$ cat config.mk
export PLATFORM = sky130hd
export DESIGN_NAME = hazard_ctrl
export DESIGN_NICKNAME = d
export VERILOG_FILES = /design/src/rtl/pipe_pkg.sv /design/src/rtl/sat_counter.sv /design/src/rtl/hazard_ctrl.sv
export SDC_FILE = /design/constraint.sdc
export NUM_CORES = 1
export LEC_CHECK = 0
export CORE_MARGIN = 5
export CORE_UTILIZATION = 33
export DETAILED_ROUTE_END_ITERATION = 16
export MAX_ROUTING_LAYER = met4
export SYNTH_ARGS = -nofsm -noshare
export SYNTH_HDL_FRONTEND = slang
export SYNTH_HIERARCHICAL = 1
export SYNTH_SLANG_ARGS = --single-unit
$ cat constraint.sdc
create_clock -name clk -period 5.7 [get_ports clk]
set_input_delay 0.57 -clock clk [delete_from_list [all_inputs] [get_ports clk]]
set_output_delay 0.57 -clock clk [all_outputs]
set_load 0.1 [all_outputs]
$ cat src/rtl/pipe_pkg.sv
// Shared definitions for the pipeline sequencing controller.
package pipe_pkg;

  typedef enum logic [0:0] {
    RUN      = 1'b0,
    MEM_WAIT = 1'b1
  } state_e;

  // Register x0 is hardwired to zero and can never carry a dependency.
  localparam int unsigned REG_ZERO = 0;

  // Instruction word that IF/ID loads when it is flushed.
  localparam logic [31:0] NOP_INSTR = 32'h0000_0000;

endpackage

$ cat src/rtl/sat_counter.sv
// Saturating up-counter: holds at all-ones instead of wrapping.
module sat_counter #(
  parameter int CNT_W = 32
) (
  input  logic             clk,
  input  logic             rst_n,
  input  logic             inc_i,
  output logic [CNT_W-1:0] cnt_o
);

  logic [CNT_W-1:0] cnt_q, cnt_d;

  // Next value: step by one unless already saturated.
  always_comb begin
    cnt_d = cnt_q;
    if (inc_i && (cnt_q != {CNT_W{1'b1}})) cnt_d = cnt_q + 1'b1;
  end

  // Count register, cleared by reset.
  always_ff @(posedge clk or negedge rst_n) begin
    if (!rst_n) cnt_q <= '0;
    else        cnt_q <= cnt_d;
  end

  assign cnt_o = cnt_q;

endmodule

$ cat src/rtl/hazard_ctrl.sv
// Pipeline sequencing controller: memory-wait freeze, load-use stall and
// taken-branch flush, resolved in that priority, plus stall/flush counters.
module hazard_ctrl
  import pipe_pkg::*;
#(
  parameter int REG_AW = 5,
  parameter int CNT_W  = 32
) (
  input  logic              clk,
  input  logic              rst_n,
  input  logic              id_valid,
  input  logic [REG_AW-1:0] id_rs1,
  input  logic [REG_AW-1:0] id_rs2,
  input  logic              id_uses_rs2,
  input  logic              ex_memread,
  input  logic [REG_AW-1:0] ex_rd,
  input  logic              id_branch_taken,
  input  logic              mem_req,
  input  logic              mem_ready,
  output logic              pc_write,
  output logic              IF_stall,
  output logic              IF_flush,
  output logic              ID_EX_bubble,
  output logic              pipe_freeze,
  output logic [CNT_W-1:0]  stall_cnt,
  output logic [CNT_W-1:0]  flush_cnt
);

  state_e state_q, state_d;
  logic   load_use;
  logic   branch_flush;

  // A load in EX feeding a source read in ID; x0 never creates a dependency.
  always_comb begin
    load_use = id_valid && ex_memread && (ex_rd != REG_AW'(REG_ZERO)) &&
               ((ex_rd == id_rs1) || (id_uses_rs2 && (ex_rd == id_rs2)));
    branch_flush = id_valid && id_branch_taken;
  end

  // Control outputs and next state; a stall always suppresses a flush, so
  // IF_stall and IF_flush are mutually exclusive on every path.
  always_comb begin
    state_d      = state_q;
    pc_write     = 1'b1;
    IF_stall     = 1'b0;
    IF_flush     = 1'b0;
    ID_EX_bubble = 1'b0;
    pipe_freeze  = 1'b0;
    if (!rst_n) begin
      // Reset drives a NOP into IF/ID and a bubble into ID/EX.
      state_d      = RUN;
      pc_write     = 1'b0;
      IF_flush     = 1'b1;
      ID_EX_bubble = 1'b1;
    end else begin
      case (state_q)
        RUN: begin
          if (mem_req && !mem_ready) begin
            // Multi-cycle access: freeze everything until memory answers.
            state_d     = MEM_WAIT;
            pipe_freeze = 1'b1;
            pc_write    = 1'b0;
            IF_stall    = 1'b1;
          end else if (load_use) begin
            // One-cycle stall; the load moves on to MEM and can forward.
            pc_write     = 1'b0;
            IF_stall     = 1'b1;
            ID_EX_bubble = 1'b1;
          end else if (branch_flush) begin
            IF_flush = 1'b1;
          end
        end
        MEM_WAIT: begin
          // Hazard and branch inputs are stale while frozen; ignore them.
          pipe_freeze = 1'b1;
          pc_write    = 1'b0;
          IF_stall    = 1'b1;
          if (mem_ready) state_d = RUN;
        end
        default: state_d = RUN;
      endcase
    end
  end

  // State register; reset aborts any outstanding memory wait.
  always_ff @(posedge clk or negedge rst_n) begin
    if (!rst_n) state_q <= RUN;
    else        state_q <= state_d;
  end

  sat_counter #(.CNT_W(CNT_W)) u_stall_cnt (
    .clk   (clk),
    .rst_n (rst_n),
    .inc_i (!pc_write),
    .cnt_o (stall_cnt)
  );

  sat_counter #(.CNT_W(CNT_W)) u_flush_cnt (
    .clk   (clk),
    .rst_n (rst_n),
    .inc_i (IF_flush),
    .cnt_o (flush_cnt)
  );

endmodule

==> results_dict.tcl, run 1 <==
set metrics [dict create \
    outcome "complete, no violations" \
    cts_setup_buffers 0 \
    h-tree-depth 3 \
    gp_congestion 0.837 \
    synth-seq-cells 65 \
    switchingPower_mw 0.753 \
    max-cap-violations 0 \
    ios 92 \
    cts_root_buffer "clkbuf_8" \
    fin_crit_ps 4270 \
    portBuffers 91 \
    numCtsBuffers 9 \
    ys.flop_type "dfrtp_1" \
    yosysSeqAreaShare_pct 46.5 \
    grt_pass1_vias 2851 \
    synth_edf_count 0 \
    startpoint_type "input pin" \
    drc 0 \
    dr.pass1.iters 4 \
    avgSynthCellArea_um2 10.4 \
    hp-class "in2async" \
    synth.distinct_cells 38 \
    grt_pass1_wl_mm 15.0 \
    pwr-share-seq_pct 33.1 \
    vias_per_cell 5.16 \
    max_slew_margin_pct 32.4 \
    power.leakage_nw 1.89 \
    critPathCaptureType "primary output" \
    worstPathMaxFanout 7 \
    ys_top_cells_by_count "dfrtp_1, xnor2_1, nand2_1" \
    rrSetupSlack_ps 3060 \
    vdd_drop_max_v 0.000398 \
    p_total_mw 1.76 \
    finalCritPeriodShare_pct 74.9 \
    fmax_mhz 234 \
    cts_tree "built" \
    diodes 0 \
    worst_slack_ps 1430 \
    antenna_found_initial 0 \
    cts-hold-fix-buffers 0 \
    netlist_instances 336 \
    tns_ps 0 \
    routed_wl_mm 9.14 \
    drt_iter0_markers 134 \
    die-area_um2 12800 \
    yosysTopAreaCell "dfrtp_1" \
    required_ps 5130 \
    final_layout_size_suffix_gt1_share_pct 9.77 \
    initial_core_util_pct 33.9 \
    vias 2970 \
    criticalPathCategory "in2out" \
    clkLatencyLatePin_ps 340 \
    rsz0062_at_grt "false" \
    fp.dieW_um 113 \
    core_area_um2 10300 \
    cts.sinks 65 \
    clockBufferDepth 2 \
    ys_warn_count 6 \
    place_ws_ps 1400 \
    p_int_mw 1.01 \
    combPwrFrac_pct 37.3 \
    cp.arrival_ps 3700 \
    power_density_nw_per_um2 366 \
    clk_pin_slew_ps 70 \
    pwr-share-clk_pct 29.6 \
    switching_share_pct 42.7 \
    worst_slew_pin_slew_ps 1010 \
    finalSetupViolCount 0 \
    syn_area_um2 3500 \
    cts_resized 0 \
    fin_worst_skew_ps 11.3 \
    ant_nets 0 \
    nNetsFinal 460 \
    drv_slew 0 \
    fp.dieH_um 113 \
    overflow 0 \
    post-dp-hpwl_mm 6.80 \
    fillers 990 \
    core.rowCount 37 \
    synthesis.nets 361 \
    grt_max_degree 65 \
    yosysMostFrequentCell "dfrtp_1" \
    syn_to_final_growth_pct 37.7 \
    synth_area_leaders "dfrtp_1, xnor2_1, nand4_1, nand3_1, nand2_1" \
    hold_violations 0 \
    wl_per_cell_um 15.9 \
    grt_usage_pct 15.1 \
    async_reset_ff_share_pct 100 \
    yosys.area.top_type_share_pct 46.5 \
]
stage by stage:
| stage | hold WS (ps) | instance area (um^2) | instances | utilization, % |
|---|---|---|---|---|
| 2_1_floorplan | 274 | 3500 | 336 | - |
| 3_3_place_gp | 385 | 4550 | 560 | 44.1 |
| 3_5_place_dp | 385 | 4550 | 560 | 44.1 |
| 4_1_cts | 21.3 | 4820 | 576 | 46.7 |
| 5_1_grt | 20.9 | 4820 | 576 | 46.7 |
| 6_report | 39.4 | 4820 | 576 | 46.7 |
placed cells by master, fill, tap and decap left out, drive strengths merged, types with 2 or more instances in the layout:
| master | n |
|---|---|
| clkdlybuf4s50 | 90 |
| dfrtp | 65 |
| xnor2 | 58 |
| nand2 | 38 |
| nand3 | 33 |
| nand4 | 33 |
| nor2 | 20 |
| nor3 | 11 |
| xor2 | 10 |
| nor4 | 10 |
| clkbuf | 9 |
| and4 | 8 |
| a21oi | 7 |
| inv | 4 |
| bufinv | 4 |
| and3 | 4 |
| or4 | 4 |
| o211ai | 4 |
| mux2 | 4 |
| a31oi | 3 |
| clkinv | 3 |
| nor2b | 2 |
| o31ai | 2 |
| nand3b | 2 |
| ha | 2 |
| a21o | 2 |
| buf | 2 |
power groups by stage:
stage,Clock [mW],Combinational [mW],Sequential [mW]
2_1_floorplan,0,0.147,0.927
3_3_place_gp,0,0.657,0.590
3_5_place_dp,0,0.660,0.592
4_1_cts,0.536,0.662,0.584
5_1_grt,0.560,0.684,0.597
6_report,0.522,0.659,0.583
flip-flops by register name, indices dropped and copies added, names as in the netlist:
register / cells
u_flush_cnt/cnt_o: 32
state_q: 1
u_stall_cnt/cnt_o: 32
critical path: stages:
cell,delay (ps)
clkdlybuf4s50_1,480
or3_1,420
o311a_4,330
and2_4,160
a21oi_1,470
clkdlybuf4s50_1,1250
logic make-up (layout without fill, tap and decap cells):
| logic type | Yosys count | in the layout | synth area share [%] |
|---|---|---|---|
| mux | 4 | 4 | 1.29 |
| flops | 65 | 65 | 46.5 |
| xor+xnor | 68 | 68 | 17.0 |
| simple gates | 167 | 167 | 28.0 |
| compound gates | 22 | 22 | 5.25 |
| buf+inv | 8 | 112 | 1.29 |
| fa+ha+maj | 2 | 2 | 0.715 |
per-layer routing:
layer | wire length (um) | track usage, % | part of all wire [%]
met2 | 4260 | 23.6 | 47
met5 | 0 | - | 0
met1 | 4360 | 20.3 | 48
met4 | 143 | 4.17 | 1.6
met3 | 384 | 2.46 | 4.2
worst paths after layout:
path,depth (start not counted),from,endpoint
max,6,ex_rd[2],IF_flush
min,1,rst_n,state_q
max reg2reg,8,state_q,u_flush_cnt/cnt_o[29]
min reg2reg,1,u_flush_cnt/cnt_o[31],u_flush_cnt/cnt_o[31]
max in group asynchronous,2,rst_n,u_flush_cnt/cnt_o[23]
min in group clk,1,u_flush_cnt/cnt_o[31],u_flush_cnt/cnt_o[31]
final cells by class:
class | count | area, um^2 | share of cell area [%]
Clock buffer | 9 | 124 | 2.57
Clock inverter | 7 | 143 | 2.96
Inverter | 4 | 15.0 | 0.311
Multi-Input combinational cell | 263 | 1830 | 37.9
Sequential cell | 65 | 1630 | 33.7
Tap cell | 136 | 170 | 3.53
Timing Repair Buffer | 92 | 913 | 18.9
(Power assumes the default switching activity.)
==> run 2, diff against run 1 <==
==> constraint.sdc (replaced) <==
create_clock -name clk -period 4.2 [get_ports clk]
set_input_delay 0.42 -clock clk [delete_from_list [all_inputs] [get_ports clk]]
set_output_delay 0.42 -clock clk [all_outputs]
set_load 0.1 [all_outputs]
==> run 2 against run 1 <==
  * Via count decreased by 1.4%
  * Clock skew decreased by 1.7 ps
  * Die area unchanged
  * Routed wire length decreased by 2.7%
  * Final cell count decreased by 0.52%
  * Register-to-register slack got worse by 1300 ps
  * Combinational power increased by 36%
  * Global-route usage decreased by 0.34 points
  * Flip-flop and latch count unchanged
  * Non-clock buffer count unchanged
  * Largest power group unchanged
==> results_dict.tcl, run 2 (synthesis gave the netlist of run 1 again) <==
set metrics [dict create \
    outcome "complete, no violations" \
    portBuffers 91 \
    fp.dieW_um 113 \
    ios 92 \
    wl_per_cell_um 15.5 \
    overflow 0 \
    worstPathMaxFanout 7 \
    nNetsFinal 460 \
    numCtsBuffers 9 \
    antenna_found_initial 0 \
    power.leakage_nw 1.85 \
    initial_core_util_pct 33.9 \
    hp-class "in2async" \
    cts-hold-fix-buffers 0 \
    gp_congestion 0.851 \
    fmax_mhz 325 \
    drv_slew 0 \
    syn_to_final_growth_pct 34.7 \
    ant_nets 0 \
    dr.pass1.iters 4 \
    hold_violations 0 \
    h-tree-depth 3 \
    clkLatencyLatePin_ps 340 \
    max-cap-violations 0 \
    tns_ps 0 \
    final_area_um2 4710 \
    drt_iter0_markers 90 \
    fin_crit_ps 3080 \
    cts_root_buffer "clkbuf_8" \
    power_density_nw_per_um2 458 \
    post-dp-hpwl_mm 6.81 \
    core.rowCount 37 \
    die-area_um2 12800 \
    vias 2929 \
    fp.dieH_um 113 \
    required_ps 4470 \
    max_slew_margin_pct 33.2 \
    routed_wl_mm 8.90 \
    clk_pin_slew_ps 70 \
    core_area_um2 10300 \
    placed_area_um2 4550 \
    worst_slew_pin_slew_ps 998 \
    cp.arrival_ps 3350 \
    grt_pass1_wl_mm 14.7 \
    grt_usage_pct 14.7 \
    cts_resized 0 \
    rsz0062_at_grt "false" \
    drc 0 \
    cts_setup_buffers 0 \
    fin_worst_skew_ps 9.55 \
    cts.sinks 65 \
    rr_worst_depth 5 \
    layout_common_cells "clkdlybuf4s50_1, dfrtp_1, xnor2_1" \
    final_layout_size_suffix_gt1_share_pct 10.3 \
    criticalPathCategory "in2reg" \
    finalSetupViolCount 0 \
    cts_tree "built" \
    grt_max_degree 49 \
    clockBufferDepth 2 \
    vias_per_cell 5.11 \
    diodes 0 \
    grt_pass1_vias 2929 \
    startpoint_type "input pin" \
    critPathCaptureType "register" \
    vdd_drop_max_v 0.000416 \
    utilization_pct 45.7 \
    final_common_cell "clkdlybuf4s50_1" \
    finalCritPeriodShare_pct 73.3 \
    hold-worst-slack_ps 26.4 \
]
[run 2: cell type report]
cell class | instances | area (um^2)
Multi-Input combinational cell | 263 | 1830
Timing Repair Buffer | 92 | 901
Sequential cell | 65 | 1630
Clock buffer | 13 | 169
Tap cell | 136 | 170
Fill cell | 972 | 5610
Inverter | 4 | 15.0
[run 2: worst paths after layout]
| kind | start | end | slack (ps) |
|---|---|---|---|
| worst max register to register | u_stall_cnt/cnt_o[4] | u_stall_cnt/cnt_o[12] | 1790 |
| worst max-delay path | ex_rd[2] | u_flush_cnt/cnt_o[29] | 1120 |
| max in group asynchronous | rst_n | u_flush_cnt/cnt_o[12] | 3180 |
| worst min-delay path | rst_n | u_stall_cnt/cnt_o[0] | 30 |
| worst min register to register | u_stall_cnt/cnt_o[31] | u_stall_cnt/cnt_o[31] | 500 |
| min in group clk | u_stall_cnt/cnt_o[31] | u_stall_cnt/cnt_o[31] | 500 |
[run 2: critical path, stage by stage]
cell             delay [ps]
clkdlybuf4s50_1         470
or3_1                   400
o311a_4                 330
and2_4                  170
a21oi_2                 310
and3_1                  260
nor2b_1                 460
nand4_1                 170
nor4_2                  190
xor2_1                  160
[run 2: per-stage QoR]
step	power [mW]	setup WS [ps]	std cells
2_1_floorplan	1.46	683	336
3_3_place_gp	1.70	835	560
3_5_place_dp	1.70	743	560
4_1_cts	2.19	1110	573
5_1_grt	2.26	938	573
6_report	2.16	1120	573
[run 2: routing by layer]
layer	wire length, um	track usage, %
met5	0	-
met3	416	3.69
met1	3970	18.2
met4	125	4.25
met2	4390	24.0
[run 2: report_power, final]
| part | switching, mW | internal [mW] | leakage, nW |
|---|---|---|---|
| combinational | 0.671 | 0.222 | 0.885 |
| sequential | 0.104 | 0.694 | 0.881 |
| clock | 0.214 | 0.253 | 0.0875 |
| total | 0.990 | 1.17 | 1.85 |
==> RTL edit 1: new RTL, config.mk and constraints of run 2 <==
Reset style: synchronous (`rst_n`), changed in 2 clocked blocks.
--- a/src/rtl/sat_counter.sv
+++ b/src/rtl/sat_counter.sv
@@ -18,5 +18,5 @@
 
   // Count register, cleared by reset.
-  always_ff @(posedge clk or negedge rst_n) begin
+  always_ff @(posedge clk) begin
     if (!rst_n) cnt_q <= '0;
     else        cnt_q <= cnt_d;
--- a/src/rtl/hazard_ctrl.sv
+++ b/src/rtl/hazard_ctrl.sv
@@ -84,5 +84,5 @@
 
   // State register; reset aborts any outstanding memory wait.
-  always_ff @(posedge clk or negedge rst_n) begin
+  always_ff @(posedge clk) begin
     if (!rst_n) state_q <= RUN;
     else        state_q <= state_d;
Function: differs if rst_n is asserted again (counterexample within 4 cycles, from zero or initial values and one cycle with rst_n low); with rst_n held inactive, the same outputs for 10 cycles.
==> RTL edit 1 against run 2 <==
Routed wire length grew 19%. Design area is 4.2% higher. Fmax decreased by 13%. Area after synthesis increased by 4.4%. Worst setup slack worse by 0.47 ns. Hold slack gained 0.46 ns. Die area grew 4.0%. Register-to-register slack lost 0.38 ns. Sequential cell count did not move. Via count up 28%.
Power is not compared: it rests on default switching activity, and its combinational part moved more than twofold at a synthesized area within 25%.
==> RTL edit 1: results (changes against run 2) <==
outcome = finished clean (unchanged)
VDD IR max = 183 uV
via count = 3735 (was 2929)
vias in the first global route = 3498 (was 2929)
wire per inst = 16.0 um (was 15.5 um)
layout cell share with drive strength beyond 1 = 8.95% (was 10.3%)
number of buffers inserted to repair setup after CTS = 0 (unchanged)
GR Util All Layers = 16.6% (was 14.7%)
Main synth FF type = dfxtp_1 (was dfrtp_1)
first-pass GRT wire length = 17400 um (was 14700 um)
clk buf depth = 2 (unchanged)
Final #Nets = 545 (was 460)
FFs w/ async S/R, synth = 0% (was 100%)
RR Endpoint = u_flush_cnt/cnt_o[31] (was u_stall_cnt/cnt_o[12])
Reg clk slew, reported paths = 0.08 ns
register area share after synthesis = 35.6% (was 46.5%)
Largest stage delay, worst path = 0.54 ns (was 0.47 ns)
FF-to-FF path depth = 8 (was 5)
crit-path max FO = 6 (was 7)
xor/xnor share of the synthesized area = 4.79% (was 17.0%)
post-synthesis compound-gate area fraction = 18.9% (was 5.25%)
Synth area leaders = dfxtp_1 36%, a21oi_1 4.5%, o31ai_1 4.5% (was dfrtp_1 46%, xnor2_1 15%, nand4_1 5.5%)
Worst path slowest cell = or4_4 (was clkdlybuf4s50_1)
largest net degree at the start of global routing = 30 (was 49)
hold path cells = 2
clk_skew = 0.0103 ns (was 0.00955 ns)
reg2reg start = state_q (was u_stall_cnt/cnt_o[4])
initial drt markers = 205 (was 90)
DP HPWL = 7820 um (was 6810 um)
syn nets = 459 (was 361)
Synth cell types = 43 (was 38)
total congestion overflow = 0 (unchanged)
HP Class = flip-flop to flip-flop (was primary input to asynchronous set/reset pin)
GP Congestion = 0.811 (was 0.851)
actual slew at the worst max-slew pin = 0.994 ns (was 0.998 ns)
Synth Area in Adders = 0.684% (was 0.715%)
post-synthesis mux area share = 3.83% (was 1.29%)
DRT Pass-1 Iters = 4 (unchanged)
crit path DAT = 3.81 ns (was 3.35 ns)
area post-placement = 4710 um^2 (was 4550 um^2)
setup slack, reg-to-reg = 1.41 ns (was 1.79 ns)
synth cell count leaders = 65 x dfxtp_1, 36 x nand2_1, 33 x a21oi_1 (was 65 x dfrtp_1, 58 x xnor2_1, 36 x nand2_1)
pre-CTS setup slack = 0.305 ns (was 0.743 ns)
Max Freq = 0.282 GHz (was 0.325 GHz)
Worst-Skew Late Latency = 0.34 ns (about the same)
[RTL edit 1: changes by cell type in the layout (fill, tap and decap cells not counted), sizes merged, moves of 20 or more]
| cell | change |
|---|---|
| dfrtp | -65 |
| o31ai | +20 |
| or4 | +22 |
| dfxtp | +65 |
| xnor2 | -40 |
| a21oi | +26 |
[RTL edit 1: power groups by stage]
stage / clock (mW) / sequential (mW) / combinational [mW]
floorplan: 0 / 0.687 / 0.0728
global placement: 0 / 0.645 / 0.170
detailed placement: 0 / 0.645 / 0.173
CTS: 0.570 / 0.630 / 0.173
global route: 0.599 / 0.632 / 0.182
finish: 0.550 / 0.631 / 0.172
[RTL edit 1: cell families (layout without fill, tap and decap cells)]
family          count (synthesis)  after routing
simple gates                  203            203
flops                          65             65
mux                            14             14
xor+xnor                       20             20
fa+ha+maj                       2              2
buf+inv                        32            123
compound gates                 98             98
[RTL edit 1: per-layer routing]
layer	vias up	global-route usage, %	wire (um)
li1	1855	-	-
met1	1769	21.2	4910
met2	102	27.2	5130
met3	9	3.21	485
met4	0	3.91	99
met5	-	-	0
[RTL edit 1: cell type report]
cell class                 instances  area, um^2
clock buffer                      10         138
clock inverter                     6        67.6
fill                            1113        5930
inverter                           8        30.0
multi-input combinational        337        2240
sequential                        65        1300
tap                              140         175
timing repair buffer              99         958
[RTL edit 1: worst reg2reg max path: cells and delay by family (launching register included)]
| kind | cells | cell delay [ns] |
|---|---|---|
| DFF | 1 | 0.31 |
| AOI/OAI and AO/OA | 4 | 0.87 |
| and+or+nand+nor | 4 | 1.55 |
[RTL edit 1: worst max-delay path by stage]
stage	start	endpoint	slack, ns	cells past startpoint
after floorplan	ex_rd[2]	u_flush_cnt/cnt_o[31]	0.18	9
after global placement	ex_rd[2]	u_flush_cnt/cnt_o[31]	0.47	10
after detailed placement	ex_rd[2]	u_flush_cnt/cnt_o[31]	0.31	10
after CTS	ex_rd[2]	u_flush_cnt/cnt_o[31]	0.68	10
after global routing	ex_rd[2]	u_flush_cnt/cnt_o[31]	0.56	10
final	ex_rd[2]	u_flush_cnt/cnt_o[31]	0.65	10
[RTL edit 1: per-stage QoR]
stage | hold slack [ns] | instances | total power [mW]
finish | 0.483 | 665 | 1.35
global route | 0.522 | 665 | 1.41
CTS | 0.489 | 665 | 1.37
detailed placement | 0.476 | 649 | 0.817
global placement | 0.462 | 649 | 0.815
floorplan | 0.453 | 434 | 0.760
==> RTL edit 2: new RTL, settings of run 2 <==
Without the edit above. Set the parameter `REG_AW` to 3 (it was 5).
--- a/src/rtl/hazard_ctrl.sv
+++ b/src/rtl/hazard_ctrl.sv
@@ -4,5 +4,5 @@
   import pipe_pkg::*;
 #(
-  parameter int REG_AW = 5,
+  parameter int REG_AW = 3,
   parameter int CNT_W  = 32
 ) (
Interface: changed (resized ex_rd, id_rs1 and id_rs2); port bits go from 92 to 86. No check against the original RTL was run, so the function may have changed too.
==> RTL edit 2 against run 2 <==
Area after synthesis is 5.4% lower. Routed wire length is 2.6% lower. Worst setup slack better by 0.19 ns. Sequential cell count stayed put. Via count is 6.0% lower. Total power is 4.3% higher. Design area is 4.5% lower. Critical path depth is 5 lower. Critical path type is now primary input to primary output. Largest cell class is now sequential cells. Highest routed layer unchanged.
==> RTL edit 2: results (changes against run 2) <==
area post-placement = 4290 um^2 (was 4550 um^2)
syn nets = 333 (was 361)
crit-path max FO = 6 (was 7)
# port buffers = 85 (was 91)
GR Util All Layers = 15.2% (was 14.7%)
setup slack, reg-to-reg = 1.57 ns (was 1.79 ns)
VDD IR max = 378 uV (was 416 uV)
synth cell count leaders = 65 x dfrtp_1, 49 x xnor2_1, 31 x nand4_1 (was 65 x dfrtp_1, 58 x xnor2_1, 36 x nand2_1)
outcome = finished clean (unchanged)
initial drt markers = 97 (was 90)
register area share after synthesis = 49.1% (was 46.5%)
Leak = 1.83 nW (was 1.85 nW)
crit path DAT = 2.47 ns (was 3.35 ns)
final WL = 8670 um (was 8900 um)
Synth cell types = 41 (was 38)
GP Congestion = 0.823 (was 0.851)
worst relative slew slack = 21.5% (was 33.2%)
Synth area leaders = dfrtp_1 49%, xnor2_1 13%, nand4_1 5.9% (was dfrtp_1 46%, xnor2_1 15%, nand4_1 5.5%)
via count = 2754 (was 2929)
FF-to-FF path depth = 4 (was 5)
DP HPWL = 6480 um (was 6810 um)
Int Pwr = 1.26 mW (was 1.17 mW)
Final #Nets = 426 (was 460)
clk_skew = 0.00707 ns (was 0.00955 ns)
reg2reg start = u_flush_cnt/cnt_o[18] (was u_stall_cnt/cnt_o[4])
largest net degree at the start of global routing = 68 (was 49)
RTL edit 2: cell types whose count changed after synthesis, moves of 2 or more:
cell,delta
nand2_1,-11
xnor2_1,-9
xor2_1,+6
inv_1,+4
nand3_1,-4
nor2_1,+3
a31oi_1,-2
a41o_1,+2
and3_2,+2
nor3_2,-2
nor4_1,+2
o211ai_1,-2
RTL edit 2: power groups by stage:
stage               Clock (mW)  Sequential (mW)  Combinational [mW]
floorplan                    0             1.27               0.190
global route             0.618            0.812               0.922
detailed placement           0            0.806               0.889
global placement             0            0.807               0.882
finish                   0.572            0.795               0.885
CTS                      0.588            0.796               0.892
RTL edit 2: logic make-up (layout without fill, tap and decap cells):
kind of cell / after synthesis / after routing / synth area share, %
AO/OA/AOI/OAI: 19 / 19 / 4.53
XOR/XNOR: 65 / 65 / 17.2
adder cells (fa/ha/maj): 2 / 2 / 0.755
buffers and inverters: 12 / 109 / 1.81
flip-flops: 65 / 65 / 49.1
multiplexers: 3 / 3 / 1.02
AND/OR/NAND/NOR: 148 / 148 / 25.6
RTL edit 2: metal layers:
metal	part of all wire, %	wire (um)	global-route usage (%)
met5	0	0	-
met4	1.8	159	5.28
met1	47	4060	20.1
met3	5.3	458	3.32
met2	46	3990	23.4
RTL edit 2: critical path, cell delays in order:
cell             delay (ns)
clkdlybuf4s50_1        0.47
inv_1                  0.04
a21oi_1                0.45
nor2_1                 0.09
clkdlybuf4s50_1        0.99
RTL edit 2: layout make-up:
class / count / area, um^2
Timing Repair Buffer: 86 / 843
Clock buffer: 12 / 145
Inverter: 8 / 30.0
Clock inverter: 3 / 65.1
Multi-Input combinational cell: 237 / 1630
Sequential cell: 65 / 1630
Tap cell: 133 / 166
Fill cell: 937 / 5270
RTL edit 2: worst max path at each step:
stage,slack (ns),depth (start not counted),startpoint,end
final,1.31,5,mem_ready,pipe_freeze
after CTS,1.29,5,mem_ready,pipe_freeze
after floorplan,0.79,4,ex_rd[0],ID_EX_bubble
after detailed placement,1.00,8,ex_rd[2],u_flush_cnt/cnt_o[30]
after global placement,1.13,8,mem_ready,u_flush_cnt/cnt_o[31]
after global routing,1.12,8,ex_rd[2],u_flush_cnt/cnt_o[30]
RTL edit 2: per-stage QoR:
step / hold slack [ns] / power [mW] / setup WS (ns) / instances
floorplan: 0.124 / 1.46 / 0.789 / 314
global placement: 0.481 / 1.69 / 1.13 / 529
detailed placement: 0.497 / 1.70 / 1.00 / 529
CTS: 0.402 / 2.28 / 1.29 / 544
global route: 0.463 / 2.35 / 1.12 / 544
finish: 0.372 / 2.25 / 1.31 / 544
